## src/rtl/multdiv_iter_if.sv

```systemverilog
// Request/result bundle between the EX stage and the iterative HI/LO multiply/divide unit.
// The master drives op requests; the slave returns status and the HI/LO registers.
interface multdiv_iter_if #(
  parameter int unsigned WIDTH = 32
);
  logic             flush;
  logic             start;
  logic [3:0]       op;
  logic [WIDTH-1:0] a;
  logic [WIDTH-1:0] b;
  logic             busy;
  logic             done;
  logic             div_zero;
  logic [WIDTH-1:0] hi;
  logic [WIDTH-1:0] lo;

  modport master (
    output flush, start, op, a, b,
    input  busy, done, div_zero, hi, lo
  );

  modport slave (
    input  flush, start, op, a, b,
    output busy, done, div_zero, hi, lo
  );
endinterface

```

## src/rtl/multdiv_iter.sv

```systemverilog
// HI/LO multiply/divide unit: fixed-latency multiply/accumulate, radix-2 restoring divide,
// direct MTHI/MTLO writes, with flush abort and a done pulse on writeback.
module multdiv_iter #(
  parameter int unsigned WIDTH      = 32,
  parameter int unsigned MUL_CYCLES = 4
) (
  input logic           clk,
  input logic           reset,
  multdiv_iter_if.slave bus
);

  localparam int unsigned CntMax = (MUL_CYCLES > WIDTH) ? MUL_CYCLES : WIDTH;
  localparam int unsigned CntW   = $clog2(CntMax) + 1;

  localparam logic [3:0] OpMult  = 4'd1;
  localparam logic [3:0] OpMultu = 4'd2;
  localparam logic [3:0] OpDiv   = 4'd3;
  localparam logic [3:0] OpDivu  = 4'd4;
  localparam logic [3:0] OpMadd  = 4'd5;
  localparam logic [3:0] OpMaddu = 4'd6;
  localparam logic [3:0] OpMsub  = 4'd7;
  localparam logic [3:0] OpMsubu = 4'd8;
  localparam logic [3:0] OpMthi  = 4'd9;
  localparam logic [3:0] OpMtlo  = 4'd10;

  typedef enum logic [1:0] {StIdle, StMul, StDiv, StFix} state_e;
  typedef enum logic [1:0] {AccSet, AccAdd, AccSub} acc_e;

  state_e             state_q, state_d;
  acc_e               acc_q, acc_d;
  logic [CntW-1:0]    cnt_q, cnt_d;
  logic [2*WIDTH-1:0] prod_q, prod_d;
  logic [WIDTH-1:0]   dvs_q, dvs_d;
  logic [WIDTH-1:0]   rem_q, rem_d;
  logic [WIDTH-1:0]   quo_q, quo_d;
  logic [WIDTH-1:0]   hi_q, hi_d;
  logic [WIDTH-1:0]   lo_q, lo_d;
  logic               neg_quo_q, neg_quo_d;
  logic               neg_rem_q, neg_rem_d;
  logic               dz_q, dz_d;
  logic               done_q, done_d;
  logic               div_zero_q, div_zero_d;

  logic               accept;
  logic               is_signed;
  logic [2*WIDTH-1:0] a_ext, b_ext, product, acc_cur;
  logic [WIDTH-1:0]   a_mag, b_mag;
  logic [WIDTH:0]     rem_sh, diff;

  always_comb begin
    accept    = bus.start && !bus.flush && (state_q == StIdle) &&
                (bus.op inside {[OpMult:OpMtlo]});
    is_signed = bus.op inside {OpMult, OpDiv, OpMadd, OpMsub};
    a_ext     = is_signed ? {{WIDTH{bus.a[WIDTH-1]}}, bus.a} : {{WIDTH{1'b0}}, bus.a};
    b_ext     = is_signed ? {{WIDTH{bus.b[WIDTH-1]}}, bus.b} : {{WIDTH{1'b0}}, bus.b};
    product   = a_ext * b_ext;
    a_mag     = (is_signed && bus.a[WIDTH-1]) ? -bus.a : bus.a;
    b_mag     = (is_signed && bus.b[WIDTH-1]) ? -bus.b : bus.b;
    // One restoring step: shift the next dividend bit into the partial remainder.
    rem_sh    = {rem_q, quo_q[WIDTH-1]};
    diff      = rem_sh - {1'b0, dvs_q};
    acc_cur   = {hi_q, lo_q};
  end

  always_comb begin
    state_d    = state_q;
    acc_d      = acc_q;
    cnt_d      = cnt_q;
    prod_d     = prod_q;
    dvs_d      = dvs_q;
    rem_d      = rem_q;
    quo_d      = quo_q;
    hi_d       = hi_q;
    lo_d       = lo_q;
    neg_quo_d  = neg_quo_q;
    neg_rem_d  = neg_rem_q;
    dz_d       = dz_q;
    done_d     = 1'b0;
    div_zero_d = 1'b0;

    unique case (state_q)
      StIdle: begin
        if (accept) begin
          unique case (bus.op)
            OpMthi: hi_d = bus.a;
            OpMtlo: lo_d = bus.a;
            OpDiv, OpDivu: begin
              if (bus.b == '0) begin
                // Divide by zero skips iteration; FIX writes these unchanged.
                quo_d     = '1;
                rem_d     = bus.a;
                neg_quo_d = 1'b0;
                neg_rem_d = 1'b0;
                dz_d      = 1'b1;
                state_d   = StFix;
              end else begin
                quo_d     = a_mag;
                dvs_d     = b_mag;
                rem_d     = '0;
                neg_quo_d = is_signed && (bus.a[WIDTH-1] ^ bus.b[WIDTH-1]);
                neg_rem_d = is_signed && bus.a[WIDTH-1];
                dz_d      = 1'b0;
                cnt_d     = CntW'(WIDTH - 1);
                state_d   = StDiv;
              end
            end
            default: begin
              prod_d  = product;
              acc_d   = (bus.op inside {OpMadd, OpMaddu}) ? AccAdd :
                        (bus.op inside {OpMsub, OpMsubu}) ? AccSub : AccSet;
              cnt_d   = CntW'(MUL_CYCLES - 1);
              state_d = StMul;
            end
          endcase
        end
      end
      StMul: begin
        if (cnt_q == '0) begin
          unique case (acc_q)
            AccAdd:  {hi_d, lo_d} = acc_cur + prod_q;
            AccSub:  {hi_d, lo_d} = acc_cur - prod_q;
            default: {hi_d, lo_d} = prod_q;
          endcase
          done_d  = 1'b1;
          state_d = StIdle;
        end else begin
          cnt_d = cnt_q - CntW'(1);
        end
      end
      StDiv: begin
        if (!diff[WIDTH]) begin
          rem_d = diff[WIDTH-1:0];
          quo_d = {quo_q[WIDTH-2:0], 1'b1};
        end else begin
          rem_d = rem_sh[WIDTH-1:0];
          quo_d = {quo_q[WIDTH-2:0], 1'b0};
        end
        if (cnt_q == '0) begin
          state_d = StFix;
        end else begin
          cnt_d = cnt_q - CntW'(1);
        end
      end
      StFix: begin
        lo_d       = neg_quo_q ? -quo_q : quo_q;
        hi_d       = neg_rem_q ? -rem_q : rem_q;
        done_d     = 1'b1;
        div_zero_d = dz_q;
        state_d    = StIdle;
      end
      default: state_d = StIdle;
    endcase

    // Flush beats everything, including a writeback due on this edge.
    if (bus.flush && (state_q != StIdle)) begin
      state_d    = StIdle;
      hi_d       = hi_q;
      lo_d       = lo_q;
      done_d     = 1'b0;
      div_zero_d = 1'b0;
    end
  end

  always_ff @(posedge clk or posedge reset) begin
    if (reset) begin
      state_q    <= StIdle;
      acc_q      <= AccSet;
      cnt_q      <= '0;
      prod_q     <= '0;
      dvs_q      <= '0;
      rem_q      <= '0;
      quo_q      <= '0;
      hi_q       <= '0;
      lo_q       <= '0;
      neg_quo_q  <= 1'b0;
      neg_rem_q  <= 1'b0;
      dz_q       <= 1'b0;
      done_q     <= 1'b0;
      div_zero_q <= 1'b0;
    end else begin
      state_q    <= state_d;
      acc_q      <= acc_d;
      cnt_q      <= cnt_d;
      prod_q     <= prod_d;
      dvs_q      <= dvs_d;
      rem_q      <= rem_d;
      quo_q      <= quo_d;
      hi_q       <= hi_d;
      lo_q       <= lo_d;
      neg_quo_q  <= neg_quo_d;
      neg_rem_q  <= neg_rem_d;
      dz_q       <= dz_d;
      done_q     <= done_d;
      div_zero_q <= div_zero_d;
    end
  end

  assign bus.busy     = (state_q != StIdle);
  assign bus.done     = done_q;
  assign bus.div_zero = div_zero_q;
  assign bus.hi       = hi_q;
  assign bus.lo       = lo_q;

endmodule
```

## src/flat_wrapper.sv

```systemverilog
// flat-port wrapper written by rule: the top's interface ports become plain ports
module multdiv_iter_flat 
#(
  parameter int unsigned WIDTH      = 32,
  parameter int unsigned MUL_CYCLES = 4
)
  (clk, reset, bus_flush, bus_start, bus_op, bus_a, bus_b, bus_busy, bus_done, bus_div_zero, bus_hi, bus_lo);
  multdiv_iter_if #(.WIDTH(WIDTH)) bus_i ();
  input logic clk;
  input logic reset;
  input wire logic [$bits(bus_i.flush)-1:0] bus_flush;
  input wire logic [$bits(bus_i.start)-1:0] bus_start;
  input wire logic [$bits(bus_i.op)-1:0] bus_op;
  input wire logic [$bits(bus_i.a)-1:0] bus_a;
  input wire logic [$bits(bus_i.b)-1:0] bus_b;
  output wire logic [$bits(bus_i.busy)-1:0] bus_busy;
  output wire logic [$bits(bus_i.done)-1:0] bus_done;
  output wire logic [$bits(bus_i.div_zero)-1:0] bus_div_zero;
  output wire logic [$bits(bus_i.hi)-1:0] bus_hi;
  output wire logic [$bits(bus_i.lo)-1:0] bus_lo;
  assign bus_i.flush = bus_flush;
  assign bus_i.start = bus_start;
  assign bus_i.op = bus_op;
  assign bus_i.a = bus_a;
  assign bus_i.b = bus_b;
  assign bus_busy = bus_i.busy;
  assign bus_done = bus_i.done;
  assign bus_div_zero = bus_i.div_zero;
  assign bus_hi = bus_i.hi;
  assign bus_lo = bus_i.lo;
  multdiv_iter #(.WIDTH(WIDTH), .MUL_CYCLES(MUL_CYCLES)) u_core (.clk(clk), .reset(reset), .bus(bus_i));
endmodule
```

## config.mk

```make
export PLATFORM = sky130hd
export DESIGN_NAME = multdiv_iter_flat
export DESIGN_NICKNAME = d
export VERILOG_FILES = /design/src/rtl/multdiv_iter_if.sv /design/src/rtl/multdiv_iter.sv /design/src/flat_wrapper.sv
export SDC_FILE = /design/constraint.sdc
export NUM_CORES = 2
export LEC_CHECK = 0
export ABC_CLOCK_PERIOD_IN_PS = 11340
export CAP_MARGIN = 20
export CELL_PAD_IN_SITES_DETAIL_PLACEMENT = 1
export CELL_PAD_IN_SITES_GLOBAL_PLACEMENT = 1
export CORE_MARGIN = 4
export CORE_UTILIZATION = 42
export CTS_BUF_LIST = sky130_fd_sc_hd__clkbuf_4 sky130_fd_sc_hd__clkbuf_8 sky130_fd_sc_hd__clkbuf_16
export CTS_CLUSTER_SIZE = 10
export DETAILED_ROUTE_END_ITERATION = 10
export PLACE_DENSITY_LB_ADDON = 0.2
export SETUP_SLACK_MARGIN = 0.15
export SLEW_MARGIN = 20
export SYNTH_ARGS = -nofsm -noshare
export SYNTH_HDL_FRONTEND = slang
export SYNTH_SLANG_ARGS = --single-unit
```

## constraint.sdc

```tcl
create_clock -name clk -period 11.34 [get_ports clk]
set_input_delay 3.402 -clock clk [delete_from_list [all_inputs] [get_ports clk]]
set_output_delay 3.402 -clock clk [all_outputs]
set_load 0.01 [all_outputs]
```

==> impl_metrics.ini <==
[global_route]
grt_pass1_wl_um = 426000
grt_util_all_layers_pct = 32.1
use_met2_pct = 55.3
antenna_found_initial = 21
grtUsageMet3_pct = 3.03
grt_overflow = 0
grt_max_degree = 93
grt_pass1_vias = 68708
grt.busiest_layer = met2
grtUsageMet1_pct = 41.6

[synthesis]
postSynthAreaPerCell_um2 = 8.61
synth.top_cells.by_area = fa_1 (40%), inv_1 (9.4%), ha_1 (8.6%), dfrtp_1 (8.4%), nand2_1 (5.5%)
synth_cell_types = 91
ys_ff_latch = 239
synthArstFlopShare_pct = 100
synth_top_area_cell = fa_1
syn_inst = 8232
synth_edf_count = 0
yosysSeqAreaShare_pct = 8.44
ys_warn_count = 0
synth_ff_type = dfrtp_1
yosysTopAreaCellShare_pct = 40.2
synth_area_mm2 = 0.0709
synth_nets = 10211

[cts]
cts.sinks = 239
htreeDepth = 1
clk_pin_slew_ps = 70
insertion_delay_ps = 620
cts_hold_buf = 0
cts-root-buf = clkbuf_16
cts_buffer_depth = 3
cts_tree = built
cts-buffers-inserted = 30

[final_layout]
drive_gt1_share_pct = 15.0
final_cell_mix = inv_1 (1724), fa_1 (1376), nand2_1 (1028)
layout_commonest_cell = inv_1
area_growth_pct = 18.5
final_core_util_pct = 50.2
fin_nets = 10848
nFillCells = 19481

[detailed_routing]
ant_nets = 0
wire_per_inst_um = 25.4
drc = 0
via_count = 61068
routed_wl_um = 282000
drt_iter0_markers = 3709
firstDrtPassIters = 6
vias_per_cell = 5.51

[setup_path]
critPathLaunchType = input pin
crit_required_ps = 11800
crit_slowest_cell = fa_2
cp_max_fo = 7
end_kind = flop
critPathMaxStageDelay_ps = 600
critical_path_buf_inv_count = 11
crit_family = adder cells
crit_top_cell = fa_1
arrival_ps = 12110
crit_type = in2reg

[floorplanning]
fp.dieH_um = 419
dieWidth_um = 419
initial_utilization_pct = 42.3
die-area_mm2 = 0.175
rows = 150
core_area_mm2 = 0.167
io_pins = 139

[run_status]
violations = negative setup slack
status = finished, violations left

[timing]
finalCriticalPeriod_ps = 11650
setup_ws_ps = -309
slew_violations = 0
relSlewSlack_pct = 22.7
skew_ps = 22.4
setup_viol = 18
fmax_mhz = 85.8
worstMarginPinSlew_ps = 1160
fin_crit_sh_pct = 103
hold_viol = 0
rsz0062_at_grt = yes

[hold_path]
hp-class = reg2reg

[placement]
io_buffers = 138
gp_congestion = 0.957
dp_hpwl_um = 235000

[job]
drv_cap = 0
[stage by stage]
step / hold slack (ps) / setup TNS [ps] / instance area (um^2) / std cells / setup slack [ps]
floorplan: 467 / -4680 / 71400 / 8232 / -429
global placement: 492 / -34420 / 81000 / 10965 / -1430
detailed placement: 498 / -40530 / 81000 / 10965 / -1640
CTS: 513 / -1360 / 83300 / 11070 / -256
global route: 538 / -8120 / 84000 / 11089 / -472
finish: 519 / -3100 / 84000 / 11091 / -309
[cell families after synthesis]
kind of cell / synth area share (%)
xor+xnor: 4.30
buf+inv: 11.9
flops: 8.44
simple gates: 14.2
mux: 0.341
compound gates: 12.1
fa+ha+maj: 48.7
[registers in the layout, summed over array words and instances (netlist names), 2 cells and up]
name	count
u_core.acc_q	2
u_core.bus.hi	32
u_core.bus.lo	32
u_core.cnt_q	6
u_core.dvs_q	32
u_core.prod_q	64
u_core.quo_q	32
u_core.rem_q	32
u_core.state_q	2
[worst paths after layout]
| check | startpoint | endpoint | slack (ps) | cells past startpoint |
|---|---|---|---|---|
| worst max-delay path | bus_op[0] | u_core.prod_q[62]$_DFFE_PP0P_ | -310 | 34 |
| worst min-delay path | u_core.dz_q$_DFFE_PP0P_ | u_core.dz_q$_DFFE_PP0P_ | 520 | 1 |
| worst max register to register | u_core.prod_q[20]$_DFFE_PP0P_ | u_core.bus.hi[27]$_DFFE_PP0P_ | 6340 | 14 |
| worst min register to register | u_core.dz_q$_DFFE_PP0P_ | u_core.dz_q$_DFFE_PP0P_ | 520 | 1 |
| max in group asynchronous | reset | u_core.dvs_q[31]$_DFFE_PP0P_ | 6540 | 3 |
| min in group asynchronous | reset | u_core.prod_q[4]$_DFFE_PP0P_ | 3310 | 2 |
[synth_stat cells (93+ instances only)]
cell      instances
a21oi_1         350
nand2_1        1044
nor2_1          312
ha_1            485
dfrtp_1         239
and2_1          367
fa_1           1422
xor2_1           96
inv_1          1766
o21ai_0         297
a21o_1           93
xnor2_1         252
clkbuf_1        395
[layer usage]
layer | wire length (um) | up-vias
met5 | 29 | -
met4 | 14300 | 4
met3 | 13300 | 530
met2 | 136000 | 1641
met1 | 118000 | 32121
li1 | - | 26772
[area by class of cell]
class                      instances  area, um^2  share of cell area, %
multi-input combinational       5759       57800                   68.8
tap                             2204        2760                   3.28
inverter                        1772        6670                   7.94
antenna                            5        12.5                 0.0149
sequential                       239        5980                   7.12
timing repair buffer            1067        9870                   11.8
clock buffer                      41         876                   1.04
clock inverter                     4        50.0                 0.0596
[repair_timing]
item                       4_1_cts  5_1_grt
resized for setup              209      143
buffers inserted                52       14
setup endpoints to repair       36       36
pin swaps                      130      105
cloned                           8        2
Power is left out: the tool's default activity adds up to more than one toggle a clock period on the data nets, which glitch-free logic cannot reach.
